--- src/rtl/prog_run_ctrl_if.sv ---
// Signal bundle between the ALU-test sequencer and its surroundings: the
// front end (start/operands/status), the instruction loader and the core.
// slave:  the sequencer's own view.
// master: the view of whatever drives the sequencer (front end, loader, core).
interface prog_run_ctrl_if;
    // Front-end request
    logic        start;
    logic [7:0]  op1;
    logic [7:0]  op2;
    logic [2:0]  alu_op;
    // Loader control
    logic        ldr_rst_n;
    logic [7:0]  ldr_op1;
    logic [7:0]  ldr_op2;
    logic [2:0]  ldr_alu_op;
    logic        ldr_done;
    // Core control and register-file debug port
    logic        cpu_rst_n;
    logic        cpu_stall;
    logic [4:0]  dbg_raddr;
    logic [31:0] dbg_rdata;
    // Status
    logic        busy;
    logic [31:0] result;
    logic        result_valid;
    logic        timeout_err;

    modport slave (
        input  start, op1, op2, alu_op, ldr_done, dbg_rdata,
        output ldr_rst_n, ldr_op1, ldr_op2, ldr_alu_op, cpu_rst_n, cpu_stall,
               dbg_raddr, busy, result, result_valid, timeout_err
    );

    modport master (
        output start, op1, op2, alu_op, ldr_done, dbg_rdata,
        input  ldr_rst_n, ldr_op1, ldr_op2, ldr_alu_op, cpu_rst_n, cpu_stall,
               dbg_raddr, busy, result, result_valid, timeout_err
    );
endinterface

--- src/rtl/prog_run_ctrl.sv ---
// Sequencer for one ALU test on the core: load the program with the core held
// in reset, let the core run for a fixed window, freeze it and read r11.
// Owns the resets of both the instruction loader and the core.
module prog_run_ctrl #(
    parameter int unsigned RUN_CYCLES   = 16,
    parameter int unsigned LOAD_TIMEOUT = 32
) (
    input logic             clk,
    input logic             rst,
    prog_run_ctrl_if.slave  bus
);

    localparam int unsigned LCW = (LOAD_TIMEOUT > 1) ? $clog2(LOAD_TIMEOUT) : 1;
    localparam int unsigned RCW = (RUN_CYCLES > 1) ? $clog2(RUN_CYCLES) : 1;
    localparam logic [LCW-1:0] LOAD_LAST = LCW'(LOAD_TIMEOUT - 1);
    localparam logic [RCW-1:0] RUN_LAST  = RCW'(RUN_CYCLES - 1);
    localparam logic [4:0]     RESULT_REG = 5'd11;

    typedef enum logic [1:0] {StIdle, StLoad, StRun, StRead} state_e;

    state_e      state_q, state_d;
    logic [LCW-1:0] load_cnt_q, load_cnt_d;
    logic [RCW-1:0] run_cnt_q, run_cnt_d;
    logic        ldr_rst_n_q, ldr_rst_n_d;
    logic        cpu_rst_n_q, cpu_rst_n_d;
    logic        cpu_stall_q, cpu_stall_d;
    logic        busy_q, busy_d;
    logic [31:0] result_q, result_d;
    logic        result_valid_q, result_valid_d;
    logic        timeout_err_q, timeout_err_d;
    logic [7:0]  op1_q, op1_d;
    logic [7:0]  op2_q, op2_d;
    logic [2:0]  alu_op_q, alu_op_d;

    // State and registered outputs; synchronous active-low reset.
    always_ff @(posedge clk) begin
        if (!rst) begin
            state_q        <= StIdle;
            load_cnt_q     <= '0;
            run_cnt_q      <= '0;
            ldr_rst_n_q    <= 1'b0;
            cpu_rst_n_q    <= 1'b0;
            cpu_stall_q    <= 1'b0;
            busy_q         <= 1'b0;
            result_q       <= '0;
            result_valid_q <= 1'b0;
            timeout_err_q  <= 1'b0;
            op1_q          <= '0;
            op2_q          <= '0;
            alu_op_q       <= '0;
        end else begin
            state_q        <= state_d;
            load_cnt_q     <= load_cnt_d;
            run_cnt_q      <= run_cnt_d;
            ldr_rst_n_q    <= ldr_rst_n_d;
            cpu_rst_n_q    <= cpu_rst_n_d;
            cpu_stall_q    <= cpu_stall_d;
            busy_q         <= busy_d;
            result_q       <= result_d;
            result_valid_q <= result_valid_d;
            timeout_err_q  <= timeout_err_d;
            op1_q          <= op1_d;
            op2_q          <= op2_d;
            alu_op_q       <= alu_op_d;
        end
    end

    // Next-state and next-output decode; the two status pulses default low.
    always_comb begin
        state_d        = state_q;
        load_cnt_d     = load_cnt_q;
        run_cnt_d      = run_cnt_q;
        ldr_rst_n_d    = ldr_rst_n_q;
        cpu_rst_n_d    = cpu_rst_n_q;
        cpu_stall_d    = cpu_stall_q;
        busy_d         = busy_q;
        result_d       = result_q;
        result_valid_d = 1'b0;
        timeout_err_d  = 1'b0;
        op1_d          = op1_q;
        op2_d          = op2_q;
        alu_op_d       = alu_op_q;

        case (state_q)
            StIdle: begin
                ldr_rst_n_d = 1'b0;
                cpu_rst_n_d = 1'b0;
                cpu_stall_d = 1'b0;
                busy_d      = 1'b0;
                if (bus.start) begin
                    op1_d       = bus.op1;
                    op2_d       = bus.op2;
                    alu_op_d    = bus.alu_op;
                    busy_d      = 1'b1;
                    ldr_rst_n_d = 1'b1;
                    load_cnt_d  = '0;
                    state_d     = StLoad;
                end
            end

            StLoad: begin
                cpu_rst_n_d = 1'b0;
                // Done takes priority over a timeout landing in the same cycle.
                if (bus.ldr_done) begin
                    cpu_rst_n_d = 1'b1;
                    run_cnt_d   = '0;
                    state_d     = StRun;
                end else if (load_cnt_q == LOAD_LAST) begin
                    timeout_err_d = 1'b1;
                    busy_d        = 1'b0;
                    ldr_rst_n_d   = 1'b0;
                    state_d       = StIdle;
                end else begin
                    load_cnt_d = load_cnt_q + LCW'(1);
                end
            end

            StRun: begin
                // Loader stays out of reset so it holds done and does not reload.
                if (run_cnt_q == RUN_LAST) begin
                    // Core leaves the run window: frozen and back in reset while
                    // the register file is read through the debug port.
                    cpu_stall_d = 1'b1;
                    cpu_rst_n_d = 1'b0;
                    state_d     = StRead;
                end else begin
                    run_cnt_d = run_cnt_q + RCW'(1);
                end
            end

            StRead: begin
                result_d       = bus.dbg_rdata;
                result_valid_d = 1'b1;
                busy_d         = 1'b0;
                cpu_stall_d    = 1'b0;
                cpu_rst_n_d    = 1'b0;
                ldr_rst_n_d    = 1'b0;
                state_d        = StIdle;
            end

            default: state_d = StIdle;
        endcase
    end

    assign bus.ldr_rst_n    = ldr_rst_n_q;
    assign bus.ldr_op1      = op1_q;
    assign bus.ldr_op2      = op2_q;
    assign bus.ldr_alu_op   = alu_op_q;
    assign bus.cpu_rst_n    = cpu_rst_n_q;
    assign bus.cpu_stall    = cpu_stall_q;
    assign bus.dbg_raddr    = RESULT_REG;
    assign bus.busy         = busy_q;
    assign bus.result       = result_q;
    assign bus.result_valid = result_valid_q;
    assign bus.timeout_err  = timeout_err_q;

endmodule

--- src/flat_wrapper.sv ---
// flat-port wrapper written by rule: the top's interface ports become plain ports
module prog_run_ctrl_flat 
#(
    parameter int unsigned RUN_CYCLES   = 16,
    parameter int unsigned LOAD_TIMEOUT = 32
)
  (clk, rst, bus_start, bus_op1, bus_op2, bus_alu_op, bus_ldr_done, bus_dbg_rdata, bus_ldr_rst_n, bus_ldr_op1, bus_ldr_op2, bus_ldr_alu_op, bus_cpu_rst_n, bus_cpu_stall, bus_dbg_raddr, bus_busy, bus_result, bus_result_valid, bus_timeout_err);
  prog_run_ctrl_if bus_i ();
  input logic clk;
  input logic rst;
  input wire logic [$bits(bus_i.start)-1:0] bus_start;
  input wire logic [$bits(bus_i.op1)-1:0] bus_op1;
  input wire logic [$bits(bus_i.op2)-1:0] bus_op2;
  input wire logic [$bits(bus_i.alu_op)-1:0] bus_alu_op;
  input wire logic [$bits(bus_i.ldr_done)-1:0] bus_ldr_done;
  input wire logic [$bits(bus_i.dbg_rdata)-1:0] bus_dbg_rdata;
  output wire logic [$bits(bus_i.ldr_rst_n)-1:0] bus_ldr_rst_n;
  output wire logic [$bits(bus_i.ldr_op1)-1:0] bus_ldr_op1;
  output wire logic [$bits(bus_i.ldr_op2)-1:0] bus_ldr_op2;
  output wire logic [$bits(bus_i.ldr_alu_op)-1:0] bus_ldr_alu_op;
  output wire logic [$bits(bus_i.cpu_rst_n)-1:0] bus_cpu_rst_n;
  output wire logic [$bits(bus_i.cpu_stall)-1:0] bus_cpu_stall;
  output wire logic [$bits(bus_i.dbg_raddr)-1:0] bus_dbg_raddr;
  output wire logic [$bits(bus_i.busy)-1:0] bus_busy;
  output wire logic [$bits(bus_i.result)-1:0] bus_result;
  output wire logic [$bits(bus_i.result_valid)-1:0] bus_result_valid;
  output wire logic [$bits(bus_i.timeout_err)-1:0] bus_timeout_err;
  assign bus_i.start = bus_start;
  assign bus_i.op1 = bus_op1;
  assign bus_i.op2 = bus_op2;
  assign bus_i.alu_op = bus_alu_op;
  assign bus_i.ldr_done = bus_ldr_done;
  assign bus_i.dbg_rdata = bus_dbg_rdata;
  assign bus_ldr_rst_n = bus_i.ldr_rst_n;
  assign bus_ldr_op1 = bus_i.ldr_op1;
  assign bus_ldr_op2 = bus_i.ldr_op2;
  assign bus_ldr_alu_op = bus_i.ldr_alu_op;
  assign bus_cpu_rst_n = bus_i.cpu_rst_n;
  assign bus_cpu_stall = bus_i.cpu_stall;
  assign bus_dbg_raddr = bus_i.dbg_raddr;
  assign bus_busy = bus_i.busy;
  assign bus_result = bus_i.result;
  assign bus_result_valid = bus_i.result_valid;
  assign bus_timeout_err = bus_i.timeout_err;
  prog_run_ctrl #(.RUN_CYCLES(RUN_CYCLES), .LOAD_TIMEOUT(LOAD_TIMEOUT)) u_core (.clk(clk), .rst(rst), .bus(bus_i));
endmodule
--- config.mk ---
export PLATFORM = sky130hd
export DESIGN_NAME = prog_run_ctrl_flat
export DESIGN_NICKNAME = d
export VERILOG_FILES = /design/src/rtl/prog_run_ctrl_if.sv /design/src/rtl/prog_run_ctrl.sv /design/src/flat_wrapper.sv
export SDC_FILE = /design/constraint.sdc
export NUM_CORES = 1
export LEC_CHECK = 0
export ABC_AREA = 1
export ABC_CLOCK_PERIOD_IN_PS = 2150
export CAP_MARGIN = 20
export CELL_PAD_IN_SITES_DETAIL_PLACEMENT = 1
export CELL_PAD_IN_SITES_GLOBAL_PLACEMENT = 1
export CORE_MARGIN = 1
export CORE_UTILIZATION = 29
export DETAILED_ROUTE_END_ITERATION = 8
export GPL_ROUTABILITY_DRIVEN = 0
export PLACE_DENSITY = 0.8
export SLEW_MARGIN = 20
export SYNTH_ARGS = -nofsm -noshare
export SYNTH_HDL_FRONTEND = slang
export SYNTH_SLANG_ARGS = --single-unit
--- constraint.sdc ---
create_clock -name clk -period 2.15 [get_ports clk]
set_clock_uncertainty 0.2 [all_clocks]
set_input_delay 0.5375 -clock clk [delete_from_list [all_inputs] [get_ports clk]]
set_output_delay 0.5375 -clock clk [all_outputs]
set_load 0.05 [all_outputs]
### Word-level counts from Yosys, hierarchy flattened

Cells that the tools add are included.

| word-level totals | value |
|---|---|
| bits in registers | 67 |
| input bits | 55 |
| output and inout port bits | 62 |
| logic and storage cells | 65 |

| operators by class | value |
|---|---|
| add/sub/neg operators | 2 |
| eq/ne operators | 13 |
| muxes and demuxes | 23 |
| bitwise logic cells | 2 |
| reduce and logical (&&, ||, !) cells | 13 |

Operators with widths:

| cell | number |
|---|---|
| two-way mux 5 bit | 3 |
| != test 2 bit, second input constant | 5 |
| case mux 5 bit (2 select lines) | 1 |
| AND reduction 3 bit | 3 |
| two-way mux 1 bit | 8 |
| two-way mux 2 bit | 4 |
| two-way mux 4 bit | 2 |
| case mux 2 bit (4 select lines) | 1 |
| case mux 4 bit (2 select lines) | 1 |
| case mux 1 bit (3 select lines) | 2 |
| nonzero test 2 bit | 3 |
| adder 5 x 1 -> 5 bit, second input constant | 1 |
| == test 5 bit, second input constant | 1 |
| adder 4 x 1 -> 4 bit, second input constant | 1 |
| == test 2 bit, second input constant | 2 |
| == test 4 bit, second input constant | 1 |
| != test 2 x 1 -> 1 bit, second input constant | 2 |
| AND reduction 2 bit | 2 |
| AND reduction 4 bit | 1 |
| != test 3 x 2 -> 1 bit, second input constant | 1 |
| nonzero test 3 bit | 1 |
| OR reduction 3 bit | 1 |
| == test 2 x 1 -> 1 bit, second input constant | 1 |
| zero test 2 bit | 1 |
| 3 further kinds | 4 |

### Logic depth before layout (Yosys ltp)

Gate-level depths: netlist of run 1.

| depth | value |
|---|---|
| depth after elaboration | 4 |
| gate-level depth with buffers | 10 |
| mapped depth without buffers | 10 |

### Worst setup path before layout of run 1

OpenSTA, ideal clock, no wires.

| timing path | value |
|---|---|
| path type | reg-to-reg |
| start point | register u_core.load_cnt_q[0] |
| end point | register u_core.load_cnt_q[1] |
| library setup time | 0.117 ns |
| arrival | 1.357 ns |
| setup slack | 0.475 ns |
| stages on the path, launching flop included | 10 |
| buffers on the path | 0 |
| clock period less this slack | 1.675 ns |
| cell sequence | dfxtp_1 ha_1 inv_1 nor3_1 ha_1 o21ai_0 nand2_2 inv_2 o21ai_0 nor2_1 |

| on the way | value |
|---|---|
| cells in the longest elaborated chain, start to end | 4 |

RTL lines:

| element | RTL line | text |
|---|---|---|
| start: declaration | prog_run_ctrl.sv:22 | `logic [LCW-1:0] load_cnt_q, load_cnt_d;` |
| start signal: assignment | prog_run_ctrl.sv:53 | `load_cnt_q <= load_cnt_d;` |
| adder 5 x 1 -> 5 bit | prog_run_ctrl.sv:114 | `load_cnt_d = load_cnt_q + LCW'(1);` |
| two-way mux 5 bit | prog_run_ctrl.sv:108 | `end else if (load_cnt_q == LOAD_LAST) begin` |
| two-way mux 5 bit | prog_run_ctrl.sv:104 | `if (bus.ldr_done) begin` |
| case mux 5 bit (2 select lines) | prog_run_ctrl.sv:84 | `case (state_q)` |

Several ways; a longest one is shown, not always the timed one. The select of a mux whose other input is x is not followed.
A chain may end at the register's enable or synchronous reset.

==> impl_results.md, run 1 <==
* CP arrival at 1.93 ns
* Number of diodes at 0
* Worst path slowest cell: ha_1
* Die height at 98.1 µm
* Synthesis Warnings at 0
* Max-Cap Viols at 0
* Initial Util at 30.3%
* Fillers at 1,107
* Htree depth at 3
* Final Worst Setup Slack at 0.292 ns
* DRC viols at 7
* Bufs on Longest Clock Path at 2
* WP data required at 2.22 ns
* Power consumption at 0.00462 W
* Crit-path max FO at 9
* CTS Root Cell: clkbuf_8
* PwrDens at 1170 mW/mm²
* Seq cells post-synth at 67
* Met1 Track Usage GR at 17.8%
* 1st-iter DRT viols at 67
* Final instance area at 0.00393 mm²
* Met2 Track Usage GR at 30.7%
* Vias in the first global route at 2,832
* Vias at 2,652
* FMAX at 538 MHz
* Syn-to-layout area delta at 46.9%
* Tcrit/Tclk final at 86.4%
* Setup TNS at 0 ns
* Antenna violations before repair at 0
* Core Area at 0.00885 mm²
* Post-CTS setup repair buffer count at 0
* Detailed-route wire length at 7730 µm
* CTS buffer count at 9
* Unrepaired setup endpoints after global routing: no
* Status: finished with violations
* DR vias/cell at 4.60
* WL per Instance at 13.4 µm
* Crit-path max cell delay at 0.47 ns
* Clk_lat worst skew at 0.33 ns
* Failing checks: DRC
* Final Critical Period at 1.86 ns
* Pin count of the biggest net entering global routing at 34
* Die X at 98.1 µm
* Worst Setup End Kind: flop
* Hold buffers post-CTS at 0
* Global-route usage over all layers at 16.7%
* CTS clk-pin slew, worst paths at 0.07 ns
* Sequential share of the synthesized area at 50.1%
* Worst setup path class: reg2reg
* Port buffer count at 111
* Startpoint Class: flop
* I/O Pins at 117
* Share of cells above drive strength 1 at 20.5%
* Syn Area/Cell at 7.59 µm²
* Peak supply drop at 0.398 mV
* GRT overflow at 0
* Crit-path cells: inv_1 > ha_1 > inv_4 > o21ai_2 > nand2_2 > o21ai_1 > nand2_1 > nor2_1
* Static leakage at 1.81 nW
* Nets@finish at 527
* Hpwl dp at 5800 µm
* Pre-antenna DRT Iters at 6
* Hold Vio Cnt, Final at 0
* Die footprint at 0.00962 mm²
* TritonCTS clock tree: built
* Final-report max-slew violation count at 0
* GR Util met3 at 4.87%
* Top Usage Layer GRT: met2
* Cells after Synth at 353
* Area of placed instances at 0.00374 mm²
* Distinct cell type count after synthesis at 25
* First-pass GRT wire length at 12,900 µm
* # clock sinks at 67
* ANT nets after route at 0
* Min-delay worst type: reg2reg
* Cell area after synthesis at 0.00268 mm²
* # setup viols final at 0
* Layout Utilization at 44.5%
* Num rows at 34
* Pre-CTS setup slack at 0.115 ns
## final timing paths
path / startpoint / to / slack (ns) / cells after the start
worst min-delay path: u_core.bus.ldr_op2[7] / u_core.bus.ldr_op2[7] / 0.29 / 2
worst min register to register: u_core.bus.ldr_op2[7] / u_core.bus.ldr_op2[7] / 0.29 / 2
worst max-delay path: flop / u_core.load_cnt_q[2] / 0.29 / 8
worst max register to register: flop / u_core.load_cnt_q[2] / 0.29 / 8
## per-layer routing
metal,up-vias,wire length (µm)
met5,-,0
met4,0,105
met3,10,511
met2,79,4000
met1,1228,3110
li1,1335,-
## through the flow
step | hold slack (ns) | std cells
after floorplan | 0.263 | 356
after global placement | 0.264 | 561
after detailed placement | 0.277 | 561
after CTS | 0.295 | 577
after global routing | 0.311 | 577
final | 0.287 | 577
## critical path: cells and delay by family (launching register included)
kind | cells | cell delay (ns)
AOI/OAI and AO/OA | 2 | 0.34
adders and majority gates | 1 | 0.47
buffers and inverters | 2 | 0.18
DFF | 1 | 0.33
and+or+nand+nor | 3 | 0.27
## where the power goes
part	leakage [nW]	switching, W	total [W]	internal [W]
combinational	1.16	0.00133	0.00195	0.000621
clock	0.0966	0.000508	0.00105	0.000538
sequential	0.546	0.000146	0.00162	0.00148
## flip-flops by register name (all words and copies together) (netlist names), named ones only
signal and cells:
u_core.bus.ldr_op1 8, u_core.bus.timeout_err 1, u_core.bus.cpu_stall 1, u_core.bus.result 32, u_core.load_cnt_q 5, u_core.state_q 1
u_core.bus.busy 1, u_core.bus.ldr_op2 8, u_core.bus.ldr_alu_op 3, u_core.bus.result_valid 1, u_core.run_cnt_q 4, u_core.bus.cpu_rst_n 1
## cell usage after synthesis
cell,instances,share of area [%]
conb_1,2,0.28
inv_2,2,0.28
nand4_1,2,0.47
clkbuf_1,8,1.1
inv_4,1,0.23
o21ai_1,4,0.75
buf_4,6,1.7
nor2_1,121,17
inv_1,18,2.5
dfxtp_1,67,50
nand2_2,5,1.2
nand2_1,17,2.4
clkbuf_2,1,0.19
o21ai_0,60,11
a21oi_2,1,0.33
a21oi_1,8,1.5
nand3_1,7,1.3
nor3_1,3,0.56
nand2_4,1,0.42
buf_2,5,0.93
nor2_2,1,0.23
buf_6,2,0.84
buf_1,1,0.14
o21ai_2,2,0.65
ha_1,8,3.7
## what timing repair did
action,in CTS,in global routing
gates resized for setup,0,1
hold endpoints to repair,0,0
endpoints found under the setup margin,0,1
## logic make-up after synthesis
group           synth area share [%]
flops                           50.1
fa+ha+maj                       3.74
other cells                    0.280
simple gates                    23.5
buf+inv                         7.94
compound gates                  14.4
## placed cells by master (no fill, tap or decap)
| cell | instances |
|---|---|
| buf_4 | 65 |
| nor2_1 | 121 |
| nand2_4 | 1 |
| clkinv_2 | 2 |
| clkbuf_8 | 9 |
| buf_12 | 1 |
| inv_2 | 2 |
| o21ai_2 | 2 |
| nor3_1 | 2 |
| inv_1 | 18 |
| nand2_2 | 5 |
| nand3_1 | 7 |
| nand2_1 | 17 |
| conb_1 | 5 |
| dfxtp_1 | 67 |
| a21oi_1 | 8 |
| nor2_2 | 1 |
| inv_6 | 1 |
| bufinv_16 | 1 |
| inv_4 | 1 |
| ha_1 | 8 |
| clkinv_4 | 1 |
| nor3_2 | 1 |
| clkdlybuf4s50_1 | 53 |
| nand4_1 | 2 |
| clkbuf_1 | 1 |
| clkinvlp_4 | 1 |
| o21ai_1 | 4 |
| buf_2 | 1 |
| a21oi_2 | 1 |
| o21ai_0 | 60 |
## layout make-up
| cell class | count | area [µm²] | share of cell area (%) |
|---|---|---|---|
| Sequential cell | 67 | 1340 | 34.1 |
| Multi-Input combinational cell | 245 | 1140 | 29.0 |
| Timing Repair Buffer | 120 | 1040 | 26.5 |
| Tap cell | 108 | 135 | 3.44 |
| Clock buffer | 10 | 128 | 3.24 |
| Inverter | 21 | 81.3 | 2.07 |
| Clock inverter | 6 | 65.1 | 1.65 |
(Power assumes the default switching activity.)
==> run 2, diff against run 1 <==
- PLACE_DENSITY: 0.8 -> not set
- PLACE_DENSITY_LB_ADDON: not set -> 0.1
==> impl_results.md, run 2 (synthesis gave the netlist of run 1 again) <==
* DR vias/cell at 4.59
* Bufs on Longest Clock Path at 2
* Die X at 98.1 µm
* Peak supply drop at 0.401 mV
* Hold Startpoint: u_core.bus.ldr_op2[3]
* Failing checks: DRC
* WL per Instance at 13.5 µm
* CTS buffer count at 9
* First-pass GRT wire length at 12,700 µm
* Final-report max-slew violation count at 0
* Crit-path max FO at 6
* Worst Setup End Kind: flop
* Static leakage at 1.82 nW
* # setup viols final at 0
* Min-delay worst type: reg2reg
* I/O Pins at 117
* Die height at 98.1 µm
* GRT overflow at 0
* Power consumption at 0.00481 W
* Final Worst Setup Slack at 0.265 ns
* Final Critical Period at 1.89 ns
* WP data required at 2.19 ns
* Psw at 0.00194 W
* Origin of the critical flop-to-flop path: u_core.load_cnt_q[0]
* DRC viols at 7
* Vias at 2,639
* Number of flip-flops in the largest register at 32
* Pre-antenna DRT Iters at 6
* Vias in the first global route at 2,693
* Commonest cells after routing, fill and taps aside: nor2_1, dfxtp_1, buf_4, o21ai_0, clkdlybuf4s50_1
* PwrDens at 1210 mW/mm²
* Detailed-route wire length at 7750 µm
* P_int at 0.00288 W
* Reg2reg end: u_core.load_cnt_q[1]
* CTS resizes at 0
* Die footprint at 0.00962 mm²
* Num rows at 34
* Core Area at 0.00885 mm²
* WHS Endpoint: u_core.bus.ldr_op2[3]
* Port buffer count at 111
* Post-CTS setup repair buffer count at 0
* Global-route usage over all layers at 16.7%
* Hpwl dp at 5580 µm
* 1st-iter DRT viols at 36
* Share of cells above drive strength 1 at 20.1%
* Antenna violations before repair at 0
* Switching fraction of total power at 40.3%
* Tcrit/Tclk final at 87.7%
* Critical path depth at 9
* Nets@finish at 525
* # clock sinks at 67
* Htree depth at 3
* Worst path slowest cell: dfxtp_1
* Hold buffers post-CTS at 0
* Startpoint Class: flop
* Clk_lat worst skew at 0.34 ns
* Worst setup path class: reg2reg
* Hold Vio Cnt, Final at 0
* CP arrival at 1.92 ns
* Crit-path max cell delay at 0.39 ns
* Layout Utilization at 44.8%
* Worst Path Buf+Inv at 2
* Commonest non-fill, non-tap cell in the layout: nor2_1
* Crit-path cells: ha_1 > inv_1 > nor3_2 > ha_1 > o21ai_0 > nand2_2 > inv_2 > o21ai_0 > nor2_1
* Unrepaired setup endpoints after global routing: no
* Setup TNS at 0 ns
* TritonCTS clock tree: built
* Clock Power Share at 26.6%
* Syn-to-layout area delta at 48.2%
* Power share of the combinational group at 39.7%
* R2R cell count at 9
* ANT nets after route at 0
* Worst Hold Slack at 0.285 ns
* Max-Cap Viols at 0
* Initial Util at 30.3%
* Crit path max-delay family: simple AND/OR/NAND/NOR gates
* CTS clk-pin slew, worst paths at 0.08 ns
* Flop2flop setup slack at 0.26 ns
* Worst hold stages at 2
* Reg power frac at 33.7%
* Status: finished with violations
* Number of diodes at 0
* FMAX at 530 MHz
* Pre-CTS setup slack at 0.131 ns
* CTS Root Cell: clkbuf_8
* Pin count of the biggest net entering global routing at 45
## run 2: final cells by class
type | count | area [µm²]
fill | 1074 | 4880
sequential | 67 | 1340
multi-input combinational | 245 | 1140
timing repair buffer | 118 | 1030
clock buffer | 11 | 141
tap | 108 | 135
clock inverter | 5 | 100
inverter | 21 | 81.3
## run 2: worst max-delay path by stage
stage / start / endpoint / slack (ns)
global route: u_core.load_cnt_q[0] / flop / 0.10
global placement: bus_start / u_core.load_cnt_q[1] / 0.17
finish: u_core.load_cnt_q[0] / u_core.load_cnt_q[1] / 0.26
detailed placement: bus_start / u_core.load_cnt_q[4] / 0.13
floorplan: u_core.load_cnt_q[0] / u_core.load_cnt_q[1] / 0.48
CTS: u_core.load_cnt_q[0] / u_core.load_cnt_q[1] / 0.17
## run 2: metal layers
layer  vias up  share of wire [%]  wire length, µm  global-route usage [%]
met5         -                  0                0                       0
met4         0                1.4              108                    7.34
met3         7                8.0              623                    6.01
met2        81                 48             3680                    27.6
met1      1221                 43             3340                    19.4
li1       1330                  -                -                       -
## run 2: per-stage QoR
stage               instances  instance area [µm²]
finish                    575                 3970
global route              575                 3970
CTS                       575                 3960
detailed placement        559                 3720
global placement          559                 3720
floorplan                 356                 2690
## run 2: worst reg2reg max path, delay by kind of cell (launching register included)
family	cells	cell delay [ns]
AND/OR/NAND/NOR	3	0.43
flip-flops	1	0.39
adder cells (fa/ha/maj)	2	0.37
AO/OA/AOI/OAI	2	0.24
buffers and inverters	2	0.14
## run 2: power by group through the flow
| stage | logic, W | clock network, W | registers [W] |
|---|---|---|---|
| after CTS | 0.00194 | 0.00132 | 0.00163 |
| after floorplan | 0.000722 | 0 | 0.00227 |
| after detailed placement | 0.00193 | 0 | 0.00165 |
| final | 0.00191 | 0.00128 | 0.00162 |
| after global routing | 0.00207 | 0.00137 | 0.00166 |
| after global placement | 0.00191 | 0 | 0.00164 |
==> run 3, diff against run 2 <==
==> constraint.sdc (replaced) <==
create_clock -name clk -period 2.15 [get_ports clk]
set_clock_uncertainty 0.2 [all_clocks]
set_input_delay 0.43 -clock clk [delete_from_list [all_inputs] [get_ports clk]]
set_output_delay 0.43 -clock clk [all_outputs]
set_load 0.05 [all_outputs]
==> impl_results.md, run 3 (synthesis gave the netlist of run 1 again) <==
* CTS buffer count at 9
* GR Util met3 at 6.73%
* Crit-path max FO at 2
* # setup viols final at 0
* Clock Power Share at 24.7%
* Least-Margin Pin Slew at 0.535 ns
* Final Critical Period at 2.10 ns
* Die height at 98.1 µm
* Syn-to-layout area delta at 52.6%
* Crit path max-delay family: buffers and inverters
* Psw at 0.00195 W
* R2R cell count at 9
* WHS Endpoint: u_core.load_cnt_q[0]
* CTS Root Cell: clkbuf_8
* Flop2flop setup slack at 0.20 ns
* Tcrit/Tclk final at 97.8%
* Unrepaired setup endpoints after global routing: no
* Static leakage at 2.24 nW
* Min-delay worst type: in2reg
* Startpoint Class: flop
* Core Area at 0.00885 mm²
* Status: finished with violations
* Final-report max-slew violation count at 0
* Top Usage Layer GRT: met2
* Worst Hold Slack at 0.184 ns
* DR vias/cell at 4.54
* Pre-CTS setup slack at 0.207 ns
* Number of diodes at 0
* Crit-path cells: clkdlybuf4s50_1
* FMAX at 476 MHz
* Peak supply drop at 0.385 mV
* CTS clk-pin slew, worst paths at 0.08 ns
* Num rows at 34
* Pin count of the biggest net entering global routing at 34
* Hold Startpoint: rst
* Hpwl dp at 5420 µm
* Met2 Track Usage GR at 28.1%
* Layout Utilization at 46.2%
* Power share of the combinational group at 41.0%
* Antenna violations before repair at 0
* CP arrival at 1.47 ns
* P_int at 0.00274 W
* Die footprint at 0.00962 mm²
* Max-Cap Viols at 0
* Detailed-route wire length at 7710 µm
* Nets@finish at 524
* Worst path slowest cell: clkdlybuf4s50_1
* PwrDens at 1150 mW/mm²
* Commonest non-fill, non-tap cell in the layout: nor2_1
* WL per Instance at 13.4 µm
* DRC viols at 7
* Bufs on Longest Clock Path at 2
* Worst Path Buf+Inv at 1
* Commonest cells after routing, fill and taps aside: nor2_1, dfxtp_1, o21ai_0, clkdlybuf4s50_1, dlymetal6s2s_1
* 1st-iter DRT viols at 68
* Reg2reg end: u_core.load_cnt_q[1]
* Final instance area at 0.00409 mm²
* Die X at 98.1 µm
* Worst hold stages at 3
* Reg power frac at 34.3%
* Pre-antenna DRT Iters at 6
* Met1 Track Usage GR at 20.2%
* Area of placed instances at 0.00381 mm²
* Worst Setup End Kind: primary output
* I/O Pins at 117
* Fillers at 1,089
* # clock sinks at 67
* Initial Util at 30.3%
* Hold Vio Cnt, Final at 0
* GRT overflow at 0
* TritonCTS clock tree: built
* Post-CTS setup repair buffer count at 0
* Final Worst Setup Slack at 0.0480 ns
* Crit-path max cell delay at 0.80 ns
* First-pass GRT wire length at 13,000 µm
* Clk_lat worst skew at 0.34 ns
* Global-route usage over all layers at 17.1%
* Worst setup path class: reg2out
* WP data required at 1.52 ns
* Setup TNS at 0 ns
* Worst slew margin at 64.3%
* Vias at 2,606
* Origin of the critical flop-to-flop path: u_core.load_cnt_q[0]
* Htree depth at 3
* Number of flip-flops in the largest register at 32
* Switching fraction of total power at 41.6%
* Failing checks: DRC
* Vias in the first global route at 2,760
* Share of cells above drive strength 1 at 10.7%
* Port buffer count at 111
* ANT nets after route at 0
run 3: cell type report:
cell class                      instances  area, µm²  area share [%]
Sequential cell                        67       1340            32.8
Timing Repair Buffer                  117       1170            28.8
Multi-Input combinational cell        245       1130            27.8
Clock inverter                          6       90.1            2.21
Inverter                               21       81.3            1.99
Tap cell                              108        135            3.31
Clock buffer                           10        128            3.12
run 3: power by group through the flow:
stage,Clock (W),Sequential (W),Combinational (W)
after detailed placement,0,0.00164,0.00198
after CTS,0.00122,0.00161,0.00196
final,0.00116,0.00161,0.00192
after global routing,0.00127,0.00165,0.00209
after floorplan,0,0.00227,0.000722
after global placement,0,0.00163,0.00195
run 3: how the worst max path moves through the flow:
| stage | startpoint | cells past startpoint | slack (ns) | endpoint |
|---|---|---|---|---|
| after floorplan | u_core.load_cnt_q[0] | 9 | 0.48 | u_core.load_cnt_q[1] |
| after global routing | u_core.bus.result[18] | 1 | 0.004 | bus_result[18] |
| after CTS | u_core.bus.result[26] | 1 | 0.003 | bus_result[26] |
| after global placement | bus_ldr_done | 6 | 0.27 | u_core.load_cnt_q[4] |
| after detailed placement | bus_ldr_done | 6 | 0.21 | u_core.load_cnt_q[1] |
| final | u_core.bus.result[18] | 1 | 0.05 | bus_result[18] |
run 3: through the flow:
stage / power, W / std cells
after floorplan: 0.00300 / 356
after global placement: 0.00358 / 558
after detailed placement: 0.00362 / 558
after CTS: 0.00479 / 574
after global routing: 0.00500 / 574
final: 0.00469 / 574
run 3: metal layers:
layer,vias up,routed length (µm)
met2,80,3580
met3,7,623
met1,1196,3440
met4,0,73
li1,1323,-
met5,-,0
run 3: timing repair:
action                     in CTS  in global routing
setup endpoints to repair       9                 29
hold buffers                    0                  0
gates resized for setup         9                 29
==> edit: new RTL, settings of run 3 <==
Encoding of `state_e`: now one-hot (4 bits for 4 states).
--- a/src/rtl/prog_run_ctrl.sv
+++ b/src/rtl/prog_run_ctrl.sv
@@ -16,7 +16,7 @@
     localparam logic [RCW-1:0] RUN_LAST  = RCW'(RUN_CYCLES - 1);
     localparam logic [4:0]     RESULT_REG = 5'd11;
 
-    typedef enum logic [1:0] {StIdle, StLoad, StRun, StRead} state_e;
+    typedef enum logic [3:0] {StIdle = 4'b0001, StLoad = 4'b0010, StRun = 4'b0100, StRead = 4'b1000} state_e;
 
     state_e      state_q, state_d;
     logic [LCW-1:0] load_cnt_q, load_cnt_d;
Function: no difference found for any inputs over 10 cycles, from zero or initial values and one cycle with rst low; not proved beyond that.
==> edit against run 3 <==
- area after synthesis increased by 1.0%
- largest cell class unchanged
- via count is 2.6% higher
- setup slack got worse by 0.015 ns
- core utilization is 0.58 points higher
- wire length rose by 2.8%
- final area up 1.7%
- critical path type unchanged
- sequential cell count up 2
Power is not compared: it rests on default switching activity, and its combinational part moved more than twofold at a synthesized area within 25%.
==> edit: results (changes against run 3) <==
Critical Path AT 1.49 ns (was 1.47 ns); Synth Area per Inst 7.39 um^2 (was 7.59 um^2); DPL Wire Length 5670 um (was 5420 um); post-place setup slack 0.260 ns (was 0.207 ns); clock slew at reported path FFs 0.08 ns (about the same); P_clk 0.00126 W; max reg flops 32 (unchanged); Root Buffer clkbuf_8 (unchanged); outcome finished clean (was complete, but fails checks); top cells by area, synth dfxtp_1, nor2_1, o21ai_0 (unchanged); Area after DPL 3870 um^2 (was 3810 um^2); Cell Count, Final, Fillers Out 589 (was 574); ant diodes 0 (unchanged); GRT Overall Usage 0.171 (about the same); Nets 535 (was 524); hold crit path type flip-flop to flip-flop (was input pin to flip-flop); Skew-Pair Late Insertion Delay 0.34 ns (about the same); vias in the first global route 2670 (was 2760); CTS Buf Count 9 (unchanged); worst-path maximum fanout 2 (unchanged); Post-Place Cells 573 (was 558); CP peak stage delay a little over 0.8 ns; Pleak 2.05 nW; DRT Pass-1 Iters 4 (was 6); htree depth 3 (unchanged); Pint ~0.0023 W; Slew Limit Headroom 0.654 (was 0.643); DR WL/cell 13.5 um (was 13.4 um); post-synth cell types 22 (was 25); layout cells sized above 1 0.106 (was 0.107); initial DRC count 98 (was 68); IO Port Bufs 111 (unchanged); top cells by count, synth nor2_1, dfxtp_1, o21ai_0 (unchanged); Post-synth EDFFs 0 (unchanged); vias per cell 4.54 (about the same); initial antenna violation count 0 (unchanged); peak supply drop 0.334 mV; post-synthesis sequential area ratio 0.511 (was 0.501); first-pass GRT wire length 13000 um (about the same); largest net degree at the start of global routing 40 (was 34); # fillers 1089 (unchanged)
==> edit: changes by cell type after synthesis, sizes merged <==
cell,change
nor3,-3
clkinv,+1
nand2,+15
nand4,-1
nor2,+5
nand3,+7
ha,-4
o21a,+1
o21ai,-15
or2,+1
xnor2,+1
dfxtp,+2
clkbuf,-1
inv,+4
==> edit: logic make-up (layout without fill, tap and decap cells) <==
family	Yosys count	after routing	share of synthesized area
buffers and inverters	48	160	0.0814
adders and majority gates	4	4	0.0185
other	2	5	0.00278
xor gates and xnor gates	1	1	0.00324
DFF	69	69	0.511
AOI/OAI and AO/OA	61	61	0.114
and+or+nand+nor	181	181	0.270
==> edit: final cells by class <==
class                      count  area, um^2  area share
inverter                      26        97.6      0.0235
clock buffer                  13         179      0.0430
sequential                    69        1380       0.332
timing repair buffer         118        1180       0.285
tap                          108         135      0.0325
clock inverter                 3        65.1      0.0157
multi-input combinational    252        1110       0.268
==> edit: repair_timing <==
| action | CTS | global route |
|---|---|---|
| buffers inserted | 0 | 0 |
| endpoints found under the setup margin | 4 | 19 |
| pin swaps | 0 | 0 |
| hold buffers | 0 | 0 |
| gates resized for setup | 4 | 19 |
==> edit: path summary, 6_finish.rpt <==
kind	from	to	slack [ns]	cells after the start
worst max-delay path	u_core.bus.ldr_op2[7]	bus_ldr_op2[7]	0.03	1
worst min-delay path	u_core.bus.result[2]	u_core.bus.result[2]	0.28	2
worst max register to register	u_core.load_cnt_q[0]	u_core.load_cnt_q[1]	0.32	12
worst min register to register	u_core.bus.result[2]	u_core.bus.result[2]	0.28	2
==> edit: routing by layer <==
layer,routed length (um),track usage
met5,0,0
met4,153,0.0723
met3,464,0.0411
met2,3680,0.284
met1,3630,0.212
